[src/rtl/uart_mmio_hub.sv]
// uart_mmio_hub
//   UART MMIO hub between the core data bus, the instruction-memory loader
//   and UartRx/UartTx.
//   Boot: a 4-byte little-endian word count N (clamped to MAX_INSTR) arrives
//   first. N 32-bit little-endian words follow, and each one is written to
//   instruction memory at CODE_BASE+k.
//   Run: rx bytes go into a ring FIFO. Tx bytes go into a holding register,
//   or into a TX_DEPTH FIFO when UART_HUB_TX_FIFO_EN is defined.
//   Both are exposed as MMIO. Accesses that cannot complete (pop on empty,
//   push on full, any access during boot) stall the core.
// Ports
//   clock, reset          sole clock; asynchronous active-low reset
//   dbus_addr/re/we/wd    data-bus request (addr[31]=1 selects MMIO, offset addr[3:0])
//   dbus_rd, dbus_stall   combinational read data and stall
//   rx_valid, rx_data     byte strobe from UartRx
//   tx_start, tx_data     one-cycle launch to UartTx; tx_busy from UartTx
//   imem_we/addr/wd       instruction-memory write port
//   boot_done             high once all N boot words are written
// Configuration macro: UART_HUB_TX_FIFO_EN (tx FIFO instead of holding register)
module uart_mmio_hub #(
  parameter int RX_DEPTH  = 256,
  parameter int TX_DEPTH  = 16,
  parameter int CODE_BASE = 0,
  parameter int MAX_INSTR = 4096
) (
  input  logic        clock,
  input  logic        reset,
  input  logic [31:0] dbus_addr,
  input  logic        dbus_re,
  input  logic        dbus_we,
  input  logic [31:0] dbus_wd,
  output logic [31:0] dbus_rd,
  output logic        dbus_stall,
  input  logic        rx_valid,
  input  logic [7:0]  rx_data,
  output logic        tx_start,
  output logic [7:0]  tx_data,
  input  logic        tx_busy,
  output logic        imem_we,
  output logic [31:0] imem_addr,
  output logic [31:0] imem_wd,
  output logic        boot_done
);

  localparam int RX_AW = $clog2(RX_DEPTH);
  localparam int RX_CW = RX_AW + 1;
  localparam logic [31:0] CODE_BASE_W = 32'(CODE_BASE);
  localparam logic [31:0] MAX_W       = 32'(MAX_INSTR);

  localparam logic [1:0] ST_LEN  = 2'd0;
  localparam logic [1:0] ST_LOAD = 2'd1;
  localparam logic [1:0] ST_RUN  = 2'd2;

  logic [1:0]  state;
  logic [1:0]  byte_cnt;
  logic [31:0] asm_q;
  logic [31:0] n_words;
  logic [31:0] word_idx;
  logic [31:0] word_full;
  logic [31:0] n_clamped;

  // Bytes shift in from the top, so after four bytes the first one is the LSB.
  assign word_full = {rx_data, asm_q[31:8]};
  assign n_clamped = (word_full > MAX_W) ? MAX_W : word_full;

  // ---------------- boot loader ----------------
  // NOTE: sequential state uses non-blocking (<=) so every flop samples pre-edge values.
  always_ff @(posedge clock or negedge reset) begin
    if (!reset) begin
      state     <= ST_LEN;
      byte_cnt  <= 2'd0;
      asm_q     <= 32'd0;
      n_words   <= 32'd0;
      word_idx  <= 32'd0;
      imem_we   <= 1'b0;
      imem_addr <= 32'd0;
      imem_wd   <= 32'd0;
      boot_done <= 1'b0;
    end else begin
      imem_we   <= 1'b0;
      // Goes high the cycle after the FSM enters RUN.
      boot_done <= (state == ST_RUN);
      if (state != ST_RUN && rx_valid) begin
        asm_q    <= word_full;
        byte_cnt <= byte_cnt + 2'd1;
        if (byte_cnt == 2'd3) begin
          if (state == ST_LEN) begin
            n_words  <= n_clamped;
            word_idx <= 32'd0;
            state    <= (n_clamped == 32'd0) ? ST_RUN : ST_LOAD;
          end else begin
            imem_we   <= 1'b1;
            imem_addr <= CODE_BASE_W + word_idx;
            imem_wd   <= word_full;
            word_idx  <= word_idx + 32'd1;
            if (word_idx == n_words - 32'd1) state <= ST_RUN;
          end
        end
      end
    end
  end

  // ---------------- MMIO decode ----------------
  logic       in_run, mmio_rd, mmio_wr;
  logic [3:0] off;
  logic       rx_empty, rx_full;
  logic       pop_req, pop_fire, pop_bypass, rx_push, rx_drop, stat_clr;
  logic       push_req, tx_fire, tx_blocked, tx_launch;
  logic [7:0] tx_launch_data;
  logic [31:0] tx_space;

  logic [7:0]       rx_mem [RX_DEPTH];
  logic [RX_AW-1:0] rx_head, rx_tail;
  logic [RX_CW-1:0] rx_count;
  logic             rx_sticky;

  assign in_run   = (state == ST_RUN);
  assign mmio_rd  = dbus_addr[31] & dbus_re;
  assign mmio_wr  = dbus_addr[31] & dbus_we;
  assign off      = dbus_addr[3:0];
  assign rx_empty = (rx_count == '0);
  assign rx_full  = (rx_count == RX_CW'(RX_DEPTH));

  assign pop_req    = in_run & mmio_rd & (off == 4'h1);
  assign pop_fire   = pop_req & ~rx_empty;
  // Pop on empty while a byte arrives: the byte goes straight to the core.
  assign pop_bypass = pop_req & rx_empty & rx_valid;
  assign rx_push    = in_run & rx_valid & ~pop_bypass;
  // A pop in the same cycle frees the slot, so nothing is dropped.
  assign rx_drop    = rx_push & rx_full & ~pop_fire;
  assign stat_clr   = in_run & mmio_rd & (off == 4'h0);
  assign push_req   = in_run & mmio_wr & (off == 4'h4);
  assign tx_fire    = push_req & ~tx_blocked;

  // NOTE: every always_comb output gets a default first, so no latch is inferred.
  always_comb begin
    dbus_rd    = 32'd0;
    dbus_stall = 1'b0;
    if (mmio_rd || mmio_wr) begin
      if (!in_run) begin
        dbus_stall = 1'b1;
      end else begin
        if (mmio_rd) begin
          case (off)
            4'h0: dbus_rd = {30'd0, rx_sticky, boot_done};
            4'h1: begin
              if (!rx_empty)     dbus_rd = {24'd0, rx_mem[rx_head]};
              else if (rx_valid) dbus_rd = {24'd0, rx_data};
              else               dbus_stall = 1'b1;
            end
            4'h2:    dbus_rd = 32'(rx_count);
            4'h8:    dbus_rd = tx_space;
            default: dbus_rd = 32'd0;
          endcase
        end
        if (mmio_wr && off == 4'h4 && tx_blocked) dbus_stall = 1'b1;
      end
    end
  end

  // ---------------- rx ring ----------------
  // NOTE: FIFO storage has no reset; the empty/full state lives in the pointers and count.
  always_ff @(posedge clock) begin
    if (rx_push) rx_mem[rx_tail] <= rx_data;
  end

  always_ff @(posedge clock or negedge reset) begin
    if (!reset) begin
      rx_head   <= '0;
      rx_tail   <= '0;
      rx_count  <= '0;
      rx_sticky <= 1'b0;
    end else begin
      if (rx_push)            rx_tail <= rx_tail + RX_AW'(1);
      if (pop_fire | rx_drop) rx_head <= rx_head + RX_AW'(1);
      if (rx_push && !pop_fire && !rx_full) rx_count <= rx_count + RX_CW'(1);
      else if (pop_fire && !rx_push)        rx_count <= rx_count - RX_CW'(1);
      // An overflow in the same cycle as a status read wins over the clear.
      if (rx_drop)       rx_sticky <= 1'b1;
      else if (stat_clr) rx_sticky <= 1'b0;
    end
  end

  // ---------------- tx path ----------------
`ifdef UART_HUB_TX_FIFO_EN
  localparam int TX_AW = $clog2(TX_DEPTH);
  localparam int TX_CW = TX_AW + 1;

  logic [7:0]       tx_mem [TX_DEPTH];
  logic [TX_AW-1:0] tx_head, tx_tail;
  logic [TX_CW-1:0] tx_count;

  assign tx_launch      = (tx_count != '0) & ~tx_busy & ~tx_start;
  // A full FIFO still accepts a push in the cycle a byte drains.
  assign tx_blocked     = (tx_count == TX_CW'(TX_DEPTH)) & ~tx_launch;
  assign tx_launch_data = tx_mem[tx_head];
  assign tx_space       = 32'(TX_DEPTH) - 32'(tx_count);

  always_ff @(posedge clock) begin
    if (tx_fire) tx_mem[tx_tail] <= dbus_wd[7:0];
  end

  always_ff @(posedge clock or negedge reset) begin
    if (!reset) begin
      tx_head  <= '0;
      tx_tail  <= '0;
      tx_count <= '0;
    end else begin
      if (tx_fire)   tx_tail <= tx_tail + TX_AW'(1);
      if (tx_launch) tx_head <= tx_head + TX_AW'(1);
      if (tx_fire && !tx_launch)      tx_count <= tx_count + TX_CW'(1);
      else if (tx_launch && !tx_fire) tx_count <= tx_count - TX_CW'(1);
    end
  end
`else
  // The holding-register build has no use for the FIFO depth.
  localparam int TX_DEPTH_UNUSED = TX_DEPTH;

  logic       hold_full;
  logic [7:0] hold_data;

  assign tx_launch      = hold_full & ~tx_busy & ~tx_start;
  assign tx_blocked     = hold_full | tx_busy;
  assign tx_launch_data = hold_data;
  assign tx_space       = {31'd0, ~hold_full & ~tx_busy};

  always_ff @(posedge clock or negedge reset) begin
    if (!reset) begin
      hold_full <= 1'b0;
      hold_data <= 8'd0;
    end else if (tx_fire) begin
      hold_full <= 1'b1;
      hold_data <= dbus_wd[7:0];
    end else if (tx_launch) begin
      hold_full <= 1'b0;
    end
  end
`endif

  // The tx_start term in tx_launch covers UartTx's one-cycle tx_busy latency.
  always_ff @(posedge clock or negedge reset) begin
    if (!reset) begin
      tx_start <= 1'b0;
      tx_data  <= 8'd0;
    end else begin
      tx_start <= tx_launch;
      if (tx_launch) tx_data <= tx_launch_data;
    end
  end

  logic unused_bits;
  assign unused_bits = ^{dbus_addr[30:4], dbus_wd[31:8]};

endmodule

[config.mk]
export PLATFORM = sky130hd
export DESIGN_NAME = uart_mmio_hub
export DESIGN_NICKNAME = d
export VERILOG_FILES = /design/src/rtl/uart_mmio_hub.sv
export SDC_FILE = /design/constraint.sdc
export NUM_CORES = 2
export LEC_CHECK = 0
export ABC_AREA = 1
export BUFFER_PORTS_ARGS = -buffer_cell sky130_fd_sc_hd__buf_2
export CAP_MARGIN = 15
export CORE_UTILIZATION = 40
export DETAILED_ROUTE_END_ITERATION = 6
export GPL_TIMING_DRIVEN = 0
export PLACE_DENSITY = 0.55
export RECOVER_POWER = 100
export SLEW_MARGIN = 10
export SYNTH_ARGS = -nofsm -noshare
export SYNTH_HDL_FRONTEND = slang
export SYNTH_SLANG_ARGS = --single-unit
[constraint.sdc]
create_clock -name clock -period 4.1 [get_ports clock]
set_input_delay 0.41 -clock clock [delete_from_list [all_inputs] [get_ports clock]]
set_output_delay 0.41 -clock clock [all_outputs]
set_load 0.05 [all_outputs]
==> reports/metrics.yaml <==
synth_top_area_cell: "edfxtp_1"
drc: 5
cts.sinks: 2250
seq_area_sq_um: 66600
reg2reg_slack_ns: -0.64
grt_overflow: 0
endpoint_kind: "flop"
fillers: 21900
grt_util_met2_pct: 52.7
final_hold_viol_count: 0
synthFlopType: "edfxtp_1"
clkTransAtPathRegs_ns: 0.06
finalCritPeriodShare_pct: 116
die-area_sq_um: 239000
place.gp.congestion: 1.04
cp.arrival_ns: 5.34
outcome: "finished, violations left"
dieHeight_microns: 489
drt-wirelength-per-cell_microns: 34.6
fin_skew_ns: 0.0447
synthToLayoutAreaGrowth_pct: 17.2
die_x_microns: 489
synth_area_leaders: "edfxtp_1 (65%), nand2_1 (11%), nand3_1 (5.6%), dfrtp_1 (5.3%), nor2_1 (3.1%)"
use_met3_pct: 9.49
grt_pass1_vias: 66500
r2r-end: "rx_mem[87][1]"
synth_most_common_cell: "nand2_1"
avgSynthCellArea_sq_um: 10.9
layout.nets: 9311
clock_path_buffers: 3
cts-root-buf: "clkbuf_16"
multi_input_area_sq_um: 25300
fin_crit_ns: 4.74
initial_core_util_pct: 40.3
crit_type: "reg2reg"
irDropWorstVdd_mv: 0.445
viasPerCell: 5.84
report.final.slew_viol_count: 1148
rsz0062_at_grt: "true"
num_vias: 73500
worstPathRequired_ns: 4.70
r2r-start: "state[1]"
postSynthCellCount: 8704
setup_viol: 1138
fmax_mhz: 211
fin_tns_setup_ns: -253.68
worstSetupStartpoint: "state[1]"
wl_microns: 435000
maxCapViolCount: 20
grt-busiest-layer: "met2"
tritoncts: "done"
leakage_nw: 41.8
num_rows: 178
grt_usage_pct: 35.8
ys_top_cells_by_count: "nand2_1 (2,760), edfxtp_1 (2,048), nand3_1 (1,067), nor2_1 (776), inv_1 (466)"
synth_edf_count: 2048
start_kind: "flop"
first_pass_iters: 7
ys_ff_latch: 2250
drt_iter0_markers: 12500
worstMarginPinSlew_ns: 3.18
grt_max_degree: 119
hp-class: "in2reg"
setup_slack_ns: -0.637
synth_warnings: 0
violations: "DRC, capacitance limit, slew limit, setup timing"
htreeDepth: 4
endpoint: "rx_mem[87][1]"
placed_area_sq_um: 101000
io_buffers: 111
hpwlAfterDp_microns: 308000
netlist_area_sq_um: 94900
cp_max_fo: 8
insertion_delay_ns: 0.92
num_io_pins: 186
fp.coreArea_sq_um: 235000
slew_headroom_pct: -112
synth_cell_types: 44
worst_r2r_path_depth: 11
use_met1_pct: 45.2
antenna_found_initial: 31
final_layout_size_suffix_gt1_share_pct: 13.0
power_density_nw_per_um2: 648
grt_pass1_wl_microns: 572000
design_area_sq_um: 111000
cts_made_buffers: 232
netlist.area_leader.share_pct: 64.8
ant_nets: 0
async_flop_share_pct: 8.98
yosysSeqAreaShare_pct: 70.2
==> worst max-delay path: stages (launching register included) <==
cell      delay (ns)
dfrtp_1         0.40
nand2_1         0.29
nor2_1          0.13
nand2_1         0.12
o21a_1          0.47
inv_1           0.14
nor2_1          0.30
nand3_1         0.94
clkbuf_1        0.67
buf_8           0.32
nor2_1          0.35
buf_4           0.29
==> state kept, by name (all words and copies together), names as in the netlist <==
name,cells
asm_q,24
boot_done,1
byte_cnt,2
hold_data,8
hold_full,1
imem_addr,32
imem_wd,32
imem_we,1
n_words,32
rx_count,9
rx_head,8
rx_mem,2048
rx_sticky,1
rx_tail,8
state,2
tx_data,8
tx_start,1
word_idx,32
==> stage by stage <==
stage	power, mW	hold WS [ns]	cells	utilization (%)	setup slack (ns)
3_3_place_gp	48.3	0.451	12000	42.2	-2.33
4_1_cts	70.7	0.0230	12600	47.4	-0.417
5_1_grt	73.5	0.168	12600	47.2	-0.570
2_1_floorplan	38.1	0.114	8726	-	1.09
3_5_place_dp	48.5	0.371	12100	43.1	-0.658
6_report	72.1	0.133	12600	47.2	-0.637
==> report_power, final <==
group          internal, mW  switching (mW)  total (mW)
Combinational          6.10            18.3        24.4
Clock                  11.8            9.47        21.3
Sequential             25.8           0.627        26.4
Total                  43.7            28.4        72.1
==> cell usage in the layout (no fill, tap or decap), types with 52 or more instances in the layout <==
master / n
a21boi_0: 59
clkbuf_2: 66
buf_4: 169
nor2_2: 117
buf_6: 92
nor2_1: 639
nand2_2: 52
o21ai_0: 263
o211ai_1: 93
a21oi_1: 181
edfxtp_1: 2048
clkbuf_16: 239
nand3_1: 975
nand3_2: 76
inv_1: 468
buf_2: 90
dfrtp_1: 200
nand2_1: 2708
clkbuf_1: 249
xor2_1: 57
==> worst min path at each step <==
| stage | slack, ns | start | depth (start not counted) | end |
|---|---|---|---|---|
| finish | 0.13 | dbus_addr[0] | 6 | rx_sticky |
| CTS | 0.02 | reset | 2 | imem_addr[16] |
| floorplan | 0.11 | reset | 0 | asm_q[10] |
| global placement | 0.45 | tx_data[3] | 2 | tx_data[3] |
| detailed placement | 0.37 | reset | 1 | imem_addr[16] |
| global route | 0.17 | dbus_addr[0] | 6 | rx_sticky |
==> repair_timing <==
action	CTS	global route
endpoints found under the setup margin	226	279
pin swaps	49	31
hold endpoints to repair	567	0
hold buffers	22	0
gates resized for setup	746	126
setup buffers	3	4
cloned	2	2
==> kinds of logic after synthesis <==
logic type	Yosys count	synth area share (%)
buffers and inverters	994	4.59
other	1	0.00395
xor gates and xnor gates	75	0.693
AOI/OAI and AO/OA	638	3.81
muxes	9	0.107
adders and majority gates	16	0.219
and+or+nand+nor	4721	20.4
DFF	2250	70.2
==> routing by layer <==
layer	vias up	share of wire [%]	wire (microns)
met1	36200	36	157000
li1	30600	-	-
met4	14	9.3	40300
met5	-	0.036	157
met2	5357	42	185000
met3	1304	12	53000
==> layout make-up <==
cell class | instances | area share [%]
Buffer | 517 | 3.75
Clock buffer | 293 | 5.53
Multi-Input combinational cell | 5482 | 22.8
Timing Repair Buffer | 257 | 1.69
Tap cell | 3150 | 3.55
Sequential cell | 2250 | 59.9
Inverter | 477 | 1.64
Clock inverter | 137 | 1.14
Antenna cell | 21 | 0.0473
(Power assumes the default switching activity.)
